$ cat config.mk
export PLATFORM = sky130hd
export DESIGN_NAME = rrc_mac_scheduler
export DESIGN_NICKNAME = d
export VERILOG_FILES = /design/src/rtl/rrc_pkg.sv /design/src/rtl/rrc_mac_unit.sv /design/src/rtl/rrc_mac_scheduler.sv
export SDC_FILE = /design/constraint.sdc
export NUM_CORES = 2
export LEC_CHECK = 0
export BUFFER_PORTS_ARGS = -buffer_cell sky130_fd_sc_hd__buf_2
export CORE_MARGIN = 2
export CORE_UTILIZATION = 35
export DETAILED_ROUTE_END_ITERATION = 7
export GPL_ROUTABILITY_DRIVEN = 0
export PLACE_DENSITY = 0.49
export SKIP_LAST_GASP = 1
export SYNTH_ARGS = -nofsm -noshare
export SYNTH_HDL_FRONTEND = slang
export SYNTH_SLANG_ARGS = --single-unit
$ cat constraint.sdc
create_clock -name clk -period 43.8 [get_ports clk]
set_input_delay 4.38 -clock clk [delete_from_list [all_inputs] [get_ports clk]]
set_output_delay 4.38 -clock clk [all_outputs]
set_load 0.03 [all_outputs]
$ cat src/rtl/rrc_pkg.sv
// Shared types and constants for the folded root-raised-cosine FIR controller.
package rrc_pkg;

  localparam int COEFF = 33;  // taps, also depth of the sample ring
  localparam int DW    = 16;  // sample / coefficient width
  localparam int AW    = 32;  // accumulator / result width
  localparam int SHIFT = 8;   // output arithmetic right shift
  localparam int IW    = 6;   // width of tap indices and ring pointers

  localparam logic [IW-1:0] NTAP = IW'(COEFF);

  typedef logic signed [DW-1:0] sample_t;
  typedef logic signed [DW-1:0] coeff_t;
  typedef logic signed [AW-1:0] acc_t;

  typedef enum logic [1:0] {
    IDLE = 2'd0,
    MAC  = 2'd1,
    OUT  = 2'd2
  } state_t;

  // Ring position of sample x[n-k] when x[n] sits at base: (base - k) mod COEFF.
  function automatic logic [IW-1:0] tap_index(input logic [IW-1:0] base,
                                              input logic [IW-1:0] k);
    if (base >= k) return base - k;
    else           return base + NTAP - k;
  endfunction

endpackage

$ cat src/rtl/rrc_mac_unit.sv
// Shared multiply-accumulate: one signed DWxDW product per clock added into
// a wrapping AW-bit accumulator. sum_o is the value the accumulator takes on
// the next enabled edge, so the caller can capture the final sum directly.
module rrc_mac_unit
  import rrc_pkg::*;
(
  input  logic    clk,
  input  logic    rst,
  input  logic    clr_i,
  input  logic    en_i,
  input  coeff_t  coeff_i,
  input  sample_t sample_i,
  output acc_t    sum_o
);

  logic signed [2*DW-1:0] prod;
  acc_t                   acc_q;

  assign prod  = coeff_i * sample_i;
  assign sum_o = acc_q + acc_t'(prod);

  // Accumulator register: clear starts a new output, enable adds one tap.
  always_ff @(posedge clk or posedge rst) begin
    if (rst)        acc_q <= '0;
    else if (clr_i) acc_q <= '0;
    else if (en_i)  acc_q <= sum_o;
  end

endmodule

$ cat src/rtl/rrc_mac_scheduler.sv
// Folded RRC FIR controller. A sample is accepted in IDLE, COEFF taps are
// walked one per clock in MAC, and the shifted result is held in OUT until
// the consumer takes it.
// Handshake: a transfer happens on a rising edge where valid and ready are
// both high; valid, once raised, holds with its data stable until that edge.
module rrc_mac_scheduler
  import rrc_pkg::*;
(
  input  logic          clk,
  input  logic          rst,
  input  logic          in_valid,
  output logic          in_ready,
  input  logic [DW-1:0] din,
  output logic          out_valid,
  input  logic          out_ready,
  output logic [AW-1:0] dout,
  input  logic          cfg_we,
  input  logic [5:0]    cfg_addr,
  input  logic [DW-1:0] cfg_data,
  output logic          busy,
  output logic [1:0]    dbg_state
);

  state_t          state_q, state_d;
  logic [IW-1:0]   wp_q, base_q, k_q;
  sample_t         buf_q   [COEFF];
  coeff_t          coeff_q [COEFF];
  logic            out_valid_q;
  acc_t            dout_q;
  acc_t            mac_sum;

  logic            accept, last_tap, handshake, cfg_wr_ok;
  logic [IW-1:0]   wp_next, rd_idx;

  assign accept    = (state_q == IDLE) && in_valid;
  assign last_tap  = (state_q == MAC) && (k_q == NTAP - 1'b1);
  assign handshake = (state_q == OUT) && out_ready;
  assign cfg_wr_ok = (state_q == IDLE) && cfg_we && (cfg_addr < NTAP);
  assign wp_next   = (wp_q == NTAP - 1'b1) ? '0 : wp_q + 1'b1;
  assign rd_idx    = tap_index(base_q, k_q);

  assign in_ready  = (state_q == IDLE);
  assign busy      = (state_q != IDLE);
  assign out_valid = out_valid_q;
  assign dout      = dout_q;
  assign dbg_state = state_q;

  rrc_mac_unit u_mac (
    .clk      (clk),
    .rst      (rst),
    .clr_i    (accept),
    .en_i     (state_q == MAC),
    .coeff_i  (coeff_q[k_q]),
    .sample_i (buf_q[rd_idx]),
    .sum_o    (mac_sum)
  );

  // State register.
  always_ff @(posedge clk or posedge rst) begin
    if (rst) state_q <= IDLE;
    else     state_q <= state_d;
  end

  // Next state: IDLE -> MAC on accept, MAC -> OUT after the last tap,
  // OUT -> IDLE when the result is taken.
  always_comb begin
    state_d = state_q;
    unique case (state_q)
      IDLE:    if (accept)    state_d = MAC;
      MAC:     if (last_tap)  state_d = OUT;
      OUT:     if (handshake) state_d = IDLE;
      default: state_d = IDLE;
    endcase
  end

  // Datapath registers: coefficient file, sample ring, pointers and the
  // output holding register. The result is captured from the final MAC sum
  // so it is ready on the same edge the FSM enters OUT.
  always_ff @(posedge clk or posedge rst) begin
    if (rst) begin
      wp_q        <= '0;
      base_q      <= '0;
      k_q         <= '0;
      out_valid_q <= 1'b0;
      dout_q      <= '0;
      for (int i = 0; i < COEFF; i++) begin
        buf_q[i]   <= '0;
        coeff_q[i] <= '0;
      end
    end else begin
      if (cfg_wr_ok) coeff_q[cfg_addr] <= coeff_t'(cfg_data);
      if (accept) begin
        buf_q[wp_q] <= sample_t'(din);
        base_q      <= wp_q;
        wp_q        <= wp_next;
        k_q         <= '0;
      end else if (state_q == MAC) begin
        k_q <= k_q + 1'b1;
      end
      if (last_tap) begin
        out_valid_q <= 1'b1;
        dout_q      <= mac_sum >>> SHIFT;
      end else if (handshake) begin
        out_valid_q <= 1'b0;
      end
    end
  end

endmodule
* After elaboration in Yosys (flattened, before gate mapping)
Index checks and enable logic that the tools add are counted.
Storage, ports and cells: register bits after elaboration 1133, input bits 43, output and inout port bits 37, logic and storage cells 135
Operators by class: $add $sub $neg 6, multiply operators 1, order comparisons 8, equal/unequal tests 7, muxes and demuxes 24, bitwise operators 4, reduce and logical (&&, ||, !) cells 12
Operators with widths (number):
- $bwmux 528 | 2
- $bmux 16 s6 | 2
- $demux 16 s6 | 2
- $mux 16 | 6
- $mux 32 | 2
- $add 32x32->32 | 1
- $mul 16x16->32 | 1
- $ge 7x7->1 const B | 4
- $not 6->7 | 4
- $mux 6 | 4
- $lt 7x1->1 const B | 2
- $add 6x1->6 const B | 2
- $eq 6x6->1 const B | 2
- $sub 6x6->6 | 2
- $logic_and 1x1->1 | 7
- $add 6x6->6 const B | 1
- $ge 6x6->1 | 1
- $lt 6x6->1 const B | 1
- $mux 2 | 3
- $pmux 2 s3 | 1
- $reduce_bool 2->1 | 3
- $ne 2x2->1 const B | 2
- $reduce_and 3->1 | 1
- $eq 2x1->1 const B | 1
- other kinds (4) | 5

* Logic depth before layout (Yosys ltp)
depth after elaboration 11, depth in mapped cells 45

* Modules after synthesis
A second synthesis with hierarchy kept.
Unflattened totals: cell total of the unflattened synthesis 5001, area, all modules 63729.9 µm²
Modules (own cells, without submodules):
- rrc_mac_scheduler | times used 1, cells each 3664, area an instance 51276.7 µm², sequential area each 27551.4 µm²
- rrc_mac_unit | times used 1, cells each 1337, area an instance 12453.2 µm², sequential area each 800.8 µm²

* Least setup slack after synthesis
OpenSTA, ideal clock, no wires.
path kind register to register, from reg k_q[0], to reg dout[23] (netlist name), library setup time 0.132 ns, arrival 9.859 ns, data required time 43.668 ns, slack 33.809 ns, cell stages (with the launch flop) 44, buffers on the path 8, period minus slack after synthesis 9.991 ns, cells stage by stage dfrtp_1 -> buf_2 -> buf_2 -> buf_2 -> buf_2 -> buf_2 -> inv_1 -> ha_1 -> ha_1 -> fa_1 -> or3_1 -> nand2_2 -> buf_4 -> buf_2 -> nand3_1 -> nand3_1 -> a311oi_1 -> nor4_1 -> [8 not listed] -> inv_1 -> fa_1 -> fa_1 -> inv_1 -> fa_1 -> inv_1 -> ha_1 -> a21o_1 -> a21o_1 -> a21oi_1 -> nor4_1 -> a311oi_1 -> o31ai_1 -> a21o_1 -> a21oi_1 -> o21ai_0 -> xnor2_1 -> o21ai_1
Between the ends: longest elaborated chain between the ends 8, elaborated cells between the ends (all ways) 16, those cells by class add/sub (3); mul (1); order compare (1); eq/ne (1); mux (7); bitwise (2); reduce/logical (1)
RTL lines:
- start, declared | RTL line rrc_mac_scheduler.sv:25 | logic [IW-1:0] wp_q, base_q, k_q;
- start signal, assigned | RTL line rrc_mac_scheduler.sv:98 | k_q <= k_q + 1'b1;
- $sub 6x6->6, or another cell as far along | RTL line rrc_pkg.sv:26 | else return base + NTAP - k;
- $mux 6 | RTL line rrc_pkg.sv:25 | if (base >= k) return base - k;
- $not 6->7 (implied by the code) | RTL line rrc_mac_scheduler.sv:54 | .sample_i (buf_q[rd_idx]),
- $bmux 16 s6 | RTL line rrc_mac_scheduler.sv:54
- $mux 16 (implied by the code) (2 in a row) | RTL line rrc_mac_scheduler.sv:54
- $mul 16x16->32 | RTL line rrc_mac_unit.sv:19 | assign prod = coeff_i * sample_i;
- $add 32x32->32 | RTL line rrc_mac_unit.sv:20 | assign sum_o = acc_q + acc_t'(prod);
Parallel ways exist; a longest one is shown, timed or not. The select of a mux whose other input is x is not followed. A chain may end at the register's enable or synchronous reset.

* Worst setup path after layout
from reg k_q[4], to reg u_mac.acc_q[31]
Between the ends: longest elaborated chain between the ends 10, elaborated cells between the ends (all ways) 16, those cells by class add/sub (3); mul (1); order compare (1); mux (9); bitwise (2)
RTL lines:
- $sub 6x6->6, or another cell as far along | RTL line rrc_pkg.sv:26
- $mux 6 | RTL line rrc_pkg.sv:25
- $not 6->7 (implied by the code) | RTL line rrc_mac_scheduler.sv:54
- $bmux 16 s6 | RTL line rrc_mac_scheduler.sv:54
- $mux 16 (implied by the code) (2 in a row) | RTL line rrc_mac_scheduler.sv:54
- $mul 16x16->32 * | RTL line rrc_mac_unit.sv:19
- $add 32x32->32 * | RTL line rrc_mac_unit.sv:20
- $mux 32 * | RTL line rrc_mac_unit.sv:26 | else if (en_i) acc_q <= sum_o;
- $mux 32 * | RTL line rrc_mac_unit.sv:25 | else if (clr_i) acc_q <= '0;
- end signal, assigned | RTL line rrc_mac_unit.sv:26
- end, declared | RTL line rrc_mac_unit.sv:17 | acc_t acc_q;
Every way passes the cells marked *; elsewhere a longest branch is shown, timed or not. The select of a mux whose other input is x is not followed.

==> impl_metrics.py <==
metrics = {
    "setup_path": {
        "worstSetupPathType": "register to register",
        "crit_fanout": 68,
        "end_kind": "register",
        "r2r-start": "k_q[4]",
        "arrival_ns": 13.50,
        "worstPathRequired_ns": 44.43,
        "setup.worst_path.start": "k_q[4]",
        "cp-start-kind": "register",
        "slowest_delay_ns": 0.80,
        "slowest_stage": "a22oi_2",
        "crit_top_cell": "fa_1",
    },
    "logic_synthesis": {
        "synthArstFlopShare_pct": 100.0,
        "syn-instance-count": 5293,
        "synth_top_cell_area_share_pct": 44.90,
        "netlist-cell-type-count": 74,
        "ys_ff_latch": 1133,
        "yosysMostFrequentCell": "dfrtp_1",
        "yosys.area.top_type": "dfrtp_1",
        "synth_commonest_cells": "dfrtp_1 (1133), mux2_2 (1068), nand2_1 (674)",
        "ys_seq_area_share_pct": 44.90,
        "syn_avg_cell_area_um2": 11.93,
        "synth_edf_count": 0,
        "netlist_area_mm2": 0.06315,
        "yosys-top-cells-area": "dfrtp_1 (45%), mux2_2 (19%), fa_1 (9.4%)",
        "syn-num-nets": 5747,
        "ys.flop_type": "dfrtp_1",
        "yosysWarnings": 0,
    },
    "routing": {
        "routed_wl_mm": 183.3,
        "drt_iter0_drc": 2699,
        "ant_nets": 0,
        "via_count": 40730,
        "drc": 0,
        "firstDrtPassIters": 5,
        "wl_per_cell_um": 23.83,
        "via_per_inst": 5.296,
    },
    "job": {
        "drv_cap": 0,
    },
    "clock_tree": {
        "cts.repair.resized": 0,
        "clockBufferDepth": 3,
        "cts_tree": "done",
        "cts.sinks": 1133,
        "clkTransAtPathRegs_ns": 0.06,
        "post-cts-setup-buffer-count": 0,
        "ctsHoldBuffers": 0,
        "cts_root_buf": "clkbuf_16",
        "h-tree-depth": 4,
        "clk_latency_ns": 0.77,
        "cts_buffers": 135,
    },
    "sta": {
        "worstMarginPinSlew_ns": 1.232,
        "fin_crit_sh_pct": 29.39,
        "fin_skew_ns": 0.02893,
        "rsz0062_at_grt": "false",
        "setup_tns_ns": 0,
        "fmax_ghz": 0.07769,
        "slew_violations": 0,
        "finalWorstPathRequiredPeriod_ns": 12.87,
        "relSlewSlack_pct": 17.59,
        "hold_viol": 0,
        "setup_viol": 0,
    },
    "grt": {
        "grt.total_usage_pct": 20.16,
        "use_met2_pct": 33.23,
        "grt_overflow": 0,
        "grt_max_degree": 163,
        "top_usage_layer": "met2",
        "grt_use_met1_pct": 27.79,
        "grt_pass1_vias": 43010,
        "antenna_found_initial": 7,
        "gr-usage-met3_pct": 3.011,
        "grt_pass1_wl_mm": 282.4,
    },
    "floorplanning": {
        "coreArea_mm2": 0.1788,
        "rows": 155,
        "initial_core_util_pct": 35.32,
        "die_h_um": 428.8,
        "die_area_mm2": 0.1838,
        "die_w_um": 428.8,
        "ios": 80,
    },
    "final_layout": {
        "final_nets": 5687,
        "fin_area_mm2": 0.07026,
        "regArea_mm2": 0.02836,
        "multiInputGateArea_mm2": 0.03197,
        "fillers": 17240,
        "drive_gt1_share_pct": 31.43,
        "areaGrowthSynthToFinish_pct": 11.27,
    },
    "placed_design": {
        "portBuffers": 79,
        "postPlaceCellArea_mm2": 0.06588,
        "dp_hpwl_mm": 113.6,
    },
    "hold_path": {
        "hold_start": "dout[20]",
        "hold_class": "register to register",
    },
    "status": {
        "status": "finished clean",
    },
}
## through the flow
stage | setup slack, ns | instances | hold WS [ns] | util (%)
finish | 30.93 | 7690 | 0.4669 | 39.30
global route | 30.02 | 7687 | 0.5076 | 39.29
CTS | 30.88 | 7687 | 0.4773 | 39.29
detailed placement | 30.92 | 7451 | 0.4651 | 36.84
global placement | 31.03 | 7451 | 0.4640 | 36.84
floorplan | 7.513 | 5293 | 0.4527 | -
## cells in the final DEF (no fill, tap or decap), drive strengths merged, types with 17 or more instances in the layout
cell type / count
a21o: 26
a21oi: 82
a311oi: 59
and2: 18
and3: 62
buf: 181
clkbuf: 204
clkinv: 24
dfrtp: 1133
fa: 298
ha: 113
inv: 374
mux2: 1068
mux2i: 17
mux4: 151
nand2: 675
nand2b: 27
nand3: 210
nor2: 271
nor3: 38
nor4: 18
o21ai: 75
xnor2: 39
## cell type report
cell class	instances	area share [%]
inverter	371	1.993
tap	2355	4.194
antenna	3	0.01068
multi-input combinational	3411	45.50
timing repair buffer	181	1.706
clock inverter	32	0.5217
sequential	1133	40.36
clock buffer	204	5.711
## state kept, by name, indices dropped and copies added, names as in the netlist
signal	flops
k_q	6
dbg_state	2
dout	24
out_valid	1
buf_q	528
coeff_q	528
wp_q	6
u_mac.acc_q	32
base_q	6
## cells by family after synthesis
family / count (synthesis) / synth area share [%]
xor gates and xnor gates: 52 / 0.7331
buffers and inverters: 749 / 4.801
DFF: 1133 / 44.90
muxes: 1236 / 24.70
and+or+nand+nor: 1383 / 9.570
AOI/OAI and AO/OA: 329 / 3.614
adders and majority gates: 411 / 11.69
## worst paths after layout
kind	slack [ns]	cells after the start	end
max in group asynchronous	35.27	7	buf_q[395]
min reg2reg	0.47	2	dout[20]
min	0.47	2	dout[20]
max reg2reg	30.93	35	u_mac.acc_q[31]
max	30.93	35	u_mac.acc_q[31]
min in group asynchronous	3.73	2	coeff_q[227]
## routing by layer
metal  share of wire, %  vias to the layer above
li1                   -                    17980
met2                 48                      777
met1                 46                    21730
met4                2.3                        6
met3                4.1                      234
met5              0.021                        -
## worst max-delay path, delay by kind of cell, from the launching register on
kind                       cells  cell delay [ns]
xor gates and xnor gates       2             0.42
adders and majority gates      8             4.01
DFF                            1             0.57
buffers and inverters          7             2.20
and+or+nand+nor                5             1.51
AOI/OAI and AO/OA             13             3.96
Power is not shown: default switching activity piles up to over one toggle a cycle in this logic, so the estimate is an artifact.
